<file path="config.mk">
export PLATFORM = sky130hd
export DESIGN_NAME = inst_fetch
export DESIGN_NICKNAME = d
export VERILOG_FILES = /design/src/rtl/inst_fetch.sv
export SDC_FILE = /design/constraint.sdc
export NUM_CORES = 1
export LEC_CHECK = 0
export BUFFER_PORTS_ARGS = -buffer_cell sky130_fd_sc_hd__buf_2
export CORE_UTILIZATION = 36
export CTS_BUF_LIST = sky130_fd_sc_hd__clkbuf_4
export DETAILED_ROUTE_END_ITERATION = 12
export PLACE_DENSITY = 0.65
export SETUP_SLACK_MARGIN = 0.05
export SLEW_MARGIN = 20
export SYNTH_ARGS = -nofsm -noshare
export SYNTH_HDL_FRONTEND = slang
export SYNTH_SLANG_ARGS = --single-unit
</file>
<file path="constraint.sdc">
create_clock -name clk -period 1.45 [get_ports clk]
set_input_delay 0.435 -clock clk [delete_from_list [all_inputs] [get_ports clk]]
set_output_delay 0.435 -clock clk [all_outputs]
set_load 0.02 [all_outputs]
</file>
<file path="src/rtl/inst_fetch.sv">
// Instruction fetch stage: PC register, RUN/WAIT memory handshake FSM and the
// IF/ID pipeline register, with branch redirect taking priority over stalls.
module inst_fetch #(
  parameter logic [15:0] RESET_PC = 16'h0000,
  parameter logic [15:0] NOP_INST = 16'h0800
) (
  input  logic        clk,
  input  logic        rst,
  output logic [15:0] pc,
  input  logic [15:0] inst,
  input  logic        mem_ready,
  input  logic        stall,
  input  logic        branch_en,
  input  logic [15:0] branch_target,
  output logic [15:0] id_pc,
  output logic [15:0] id_inst,
  output logic        id_valid
);

  typedef enum logic {
    RUN  = 1'b0,
    WAIT = 1'b1
  } state_t;

  state_t      state_q, state_d;
  logic [15:0] pc_q, pc_d;
  logic [15:0] id_pc_q, id_pc_d;
  logic [15:0] id_inst_q, id_inst_d;
  logic        id_valid_q, id_valid_d;

  always_ff @(posedge clk) begin
    if (rst) begin
      state_q    <= RUN;
      pc_q       <= RESET_PC;
      id_pc_q    <= 16'h0000;
      id_inst_q  <= NOP_INST;
      id_valid_q <= 1'b0;
    end else begin
      state_q    <= state_d;
      pc_q       <= pc_d;
      id_pc_q    <= id_pc_d;
      id_inst_q  <= id_inst_d;
      id_valid_q <= id_valid_d;
    end
  end

  always_comb begin
    state_d    = state_q;
    pc_d       = pc_q;
    id_pc_d    = id_pc_q;
    id_inst_d  = id_inst_q;
    id_valid_d = id_valid_q;

    if (branch_en) begin
      // Redirect drops any outstanding fetch; the FSM restarts cleanly in RUN.
      state_d    = RUN;
      pc_d       = branch_target;
      id_pc_d    = pc_q;
      id_inst_d  = NOP_INST;
      id_valid_d = 1'b0;
    end else if (!stall) begin
      if (mem_ready) begin
        state_d    = RUN;
        pc_d       = pc_q + 16'h0001;
        id_pc_d    = pc_q;
        id_inst_d  = inst;
        id_valid_d = 1'b1;
      end else begin
        state_d    = WAIT;
        id_inst_d  = NOP_INST;
        id_valid_d = 1'b0;
      end
    end
  end

  assign pc       = pc_q;
  assign id_pc    = id_pc_q;
  assign id_inst  = id_inst_q;
  assign id_valid = id_valid_q;

endmodule

</file>
======== Yosys cells after proc, flatten, opt, wreduce, memory -nomap -nowiden ========
Cells that the tools add are included.
word-level totals
  flip-flop bits (word level) ............. 49
  input port bits ......................... 37
  output and inout port bits .............. 49
  word-level logic and storage cells ...... 17
operators by class
  $add $sub $neg .......................... 1
  equal/unequal tests ..................... 1
  muxes and demuxes ....................... 8
  reductions and logical operators ........ 3
operator list
  operator                                        count
  two-way mux 16 bit                              7
  adder 16 x 1 -> 16 bit (second input constant)  1
  != test 2 x 1 -> 1 bit (second input constant)  1
  AND reduction 2 bit                             1
  nonzero test 2 bit                              1
  OR reduction 2 bit                              1
  two-way mux 1 bit                               1

======== Longest topological paths before layout ========
  depth in word-level cells ............... 4
  mapped depth ............................ 6
  depth with buffers taken out ............ 5

======== Worst setup path before layout ========
OpenSTA, ideal clock, no wires.
  path type ............................... register to register
  start point ............................. register pc_q[0] (netlist: pc[0])
  end point ............................... register pc_q[14] (netlist: pc[14])
  library setup time ...................... 133 ps
  arrival ................................. 1443 ps
  required time ........................... 1317 ps
  setup slack ............................. -126 ps
  cell stages (with the launch flop) ...... 6
  buffers on the path ..................... 0
  clock period less this slack ............ 1576 ps
  path through ............................ dfxtp_1 ha_1 nand4b_4 nor4_2 xnor2_1 a21oi_1
on the way
  cells in the longest elaborated chain, start to end .. 4
RTL lines
  item                    line  source
  start, declared         26    logic [15:0] pc_q, pc_d;
  start signal, assigned  40    pc_q <= pc_d;
  adder 16 x 1 -> 16 bit  64    pc_d = pc_q + 16'h0001;
  two-way mux 16 bit      62    if (mem_ready) begin
  two-way mux 16 bit      61    end else if (!stall) begin
  two-way mux 16 bit      54    if (branch_en) begin
Every way passes these cells. The select of a mux whose other input is x is not followed.
A chain may end at the register's enable or synchronous reset.

======== Worst setup path in the final report ========
  start point ............................. register pc_q[0] (netlist: pc[0])
  end point ............................... output pc[0]
RTL lines
  item           line  source
  end, declared  9     output logic [15:0] pc,
No word-level cell between the ends.

==> metrics.yaml <==
pwr:
  pwr-share-seq: 0.516
  net-switching-power_mw: 0.794
  static-leakage-power_nw: 1.42
  swShare: 0.278
  power.internal_mw: 2.06
  power-per-cell-area_nw_per_um2: 918
  power_frac_comb: 0.198
  ir_drop_v: 0.000531
  clock_power_share: 0.286
  total_power_mw: 2.85
placed_design:
  port_buffers: 85
  dpl.hpwl_um: 3760
  gp_congestion: 0.757
  detailedPlace.worstSlack_ns: -0.0871
  placed_cell_area_um2: 2700
layout:
  nets: 383
  post_route_cells_drive_above_1_share: 0.465
  fillers: 514
  insertedDiodeCount: 0
  finalCoreUtilization: 0.561
  multi_input_comb_area_um2: 1080
  area.growth.synth_to_final_pct: 49.1
  fin_area_um2: 3110
  sequential_cell_area_um2: 1020
detailed_routing:
  drc_errors: 0
  detailedRoute.firstPassIterationCount: 4
  num_vias: 2062
  antenna_violating_nets_left: 0
  routed_length_per_placed_instance_um: 13.5
  drt-initial-drc-count: 61
  detail_route.vias_per_cell: 4.93
  detail_route.wirelength_um: 5660
cts:
  worst_skew_pair.late_latency_ns: 0.37
  cts-root-buf: "clkbuf_4"
  clock_sink_count: 49
  cts-buffers-inserted: 5
  ctsLongestPathBuffers: 2
  cts_tree: "done"
  cts-htree-levels: 2
  worst_setup_hold_path_clk_slew_ns: 0.14
  cts_hold_buffers: 0
yosys:
  synth_seq_cells: 49
  synth_area_um2: 2080
  netlist.area_leader.share: 0.471
  edff_count_synth: 0
  post-synth-top-count-cell: "dfxtp_1"
  postSynthCellCount: 235
  synth_top_cells_by_area: "dfxtp_1, nand2_1, a21oi_1"
  synthesis.yosys.warnings: 0
  distinct_cell_type_count_after_synthesis: 36
  postSynth.asyncResetShare: 0
  dominantRegCellSynth: "dfxtp_1"
  synthesized_net_count: 273
  synth_commonest_cells: "dfxtp_1, nand2_1, nor2_1"
  avgSynthCellArea_um2: 8.86
  synth_seq_area_share: 0.471
  synth.largest_area_cell: "dfxtp_1"
timing:
  clock_skew_ns: 0.0133
  fmaxAchievable_mhz: 703
  final_min_period_over_clock_period: 0.980
  final_critical_path_setup_slack_ns: 0.0284
  setup_viol: 0
  timing.slew.headroom: 0.790
  worst-slew-pin-transition_ns: 0.314
  fin_tns_setup_ns: 0
  final_slew_viol_count: 0
  setup_repair_after_global_routing_missed_its_margin: "true"
  hold_viol_final: 0
  min_period_ns: 1.42
setup_path:
  top_delay_family_on_crit_path: "flip-flops"
  arrival_ns: 0.99
  critical_path.max_fanout: 3
  timing.critical_path.slowest_stage_cell: "dfxtp_4"
  criticalPathCategory: "flop to primary output"
  worstPathRequired_ns: 1.02
  worst_setup_path_start_kind: "flop"
  timing.critical_path.cells: "buf_6, buf_6"
  cpMostUsedCell: "buf_6"
  worst_path_largest_cell_delay_ns: 0.38
  worstPathBufferInverterCount: 2
  setup.worst_path.end_class: "primary output"
run_status:
  status: "finished clean"
grt:
  grt_antenna_before_repair: 0
  grt.overflow.total: 0
  global_route_wire_length_before_repair_um: 9310
  grtUsageTotal: 0.191
  grt_pass1_vias: 1990
  pin_count_of_the_biggest_net_entering_global_routing: 34
floorplan:
  die_ar_um2: 6090
  dieWidth_um: 78.1
  die_h_um: 78.1
  placement_rows: 27
  initial_core_util: 0.376
  coreArea_um2: 5540
  ios: 86
run:
  max_cap_viol_count: 0
min_path:
  worst_hold_path_type: "input port to flop"
==> cells in the final DEF, fill, tap and decap left out, types with 2 or more instances in the layout <==
| cell type | instances |
|---|---|
| dfxtp_1 | 32 |
| xor2_1 | 3 |
| dfxtp_4 | 9 |
| nor4_4 | 4 |
| nor2_1 | 26 |
| o22ai_1 | 2 |
| a21oi_1 | 24 |
| nand4_4 | 2 |
| buf_12 | 3 |
| dfxtp_2 | 8 |
| nor4_2 | 2 |
| o21bai_1 | 6 |
| a211oi_1 | 6 |
| xnor2_1 | 10 |
| a22oi_1 | 15 |
| clkbuf_4 | 6 |
| buf_6 | 16 |
| buf_2 | 73 |
| nand2_1 | 41 |
| nand4_1 | 3 |
| nand3_1 | 2 |
| buf_4 | 28 |
| inv_1 | 3 |
==> cell type report <==
cell class,count,area share
well taps,72,0.0290
clock buffers,6,0.0145
repair buffers,120,0.263
clock inverters,2,0.0109
multi-input cells,165,0.348
inverters,4,0.00483
flip-flops and latches,49,0.330
==> power by group through the flow <==
| stage | clock [mW] | combinational [mW] | sequential (mW) |
|---|---|---|---|
| after CTS | 0.832 | 0.521 | 1.47 |
| after floorplan | 0 | 0.189 | 1.58 |
| after global placement | 0 | 0.448 | 1.50 |
| after global routing | 0.894 | 0.614 | 1.48 |
| final | 0.814 | 0.565 | 1.47 |
| after detailed placement | 0 | 0.456 | 1.51 |
==> repair_timing <==
action,in CTS,in global routing
gates resized for setup,34,19
buffers inserted,10,9
endpoints found under the setup margin,16,28
endpoints found under the hold margin,0,0
pin swaps,0,15
==> cells by family after synthesis <==
| group | after synthesis | share of synthesized area |
|---|---|---|
| DFF | 49 | 0.471 |
| and+or+nand+nor | 91 | 0.241 |
| muxes | 1 | 0.00480 |
| xor gates and xnor gates | 13 | 0.0547 |
| buffers and inverters | 21 | 0.0414 |
| adders and majority gates | 1 | 0.00601 |
| AOI/OAI and AO/OA | 59 | 0.181 |
==> registers in the layout, summed over array words and instances, names as in the netlist <==
signal    count
id_pc        16
id_inst      16
id_valid      1
pc           16
==> path summary, 6_finish.rpt <==
kind / start / endpoint / slack, ns / cells after the start
worst min-delay path: inst[11] / id_inst[11] / 0.29 / 3
worst min register to register: id_pc[12] / id_pc[12] / 0.46 / 2
worst max-delay path: pc[0] / pc[0] / 0.03 / 2
worst max register to register: pc[0] / pc[13] / 0.06 / 6
==> per-stage QoR <==
stage / cells / hold slack, ns
2_1_floorplan: 235 / 0.529
3_3_place_gp: 391 / 0.436
3_5_place_dp: 391 / 0.441
4_1_cts: 409 / 0.279
5_1_grt: 418 / 0.280
6_report: 418 / 0.286
==> worst min-delay path, delay by kind of cell <==
| family | cells | cell delay [ns] |
|---|---|---|
| buf+inv | 1 | 0.08 |
| compound gates | 1 | 0.06 |
| simple gates | 1 | 0.05 |
==> routing by layer <==
metal | track usage | up-vias | wire, um
li1 | - | 1030 | -
met1 | 0.226 | 956 | 2470
met2 | 0.340 | 66 | 2820
met3 | 0.0465 | 10 | 305
met4 | 0.0593 | 0 | 69
met5 | 0 | - | 0
(Power assumes the default switching activity.)
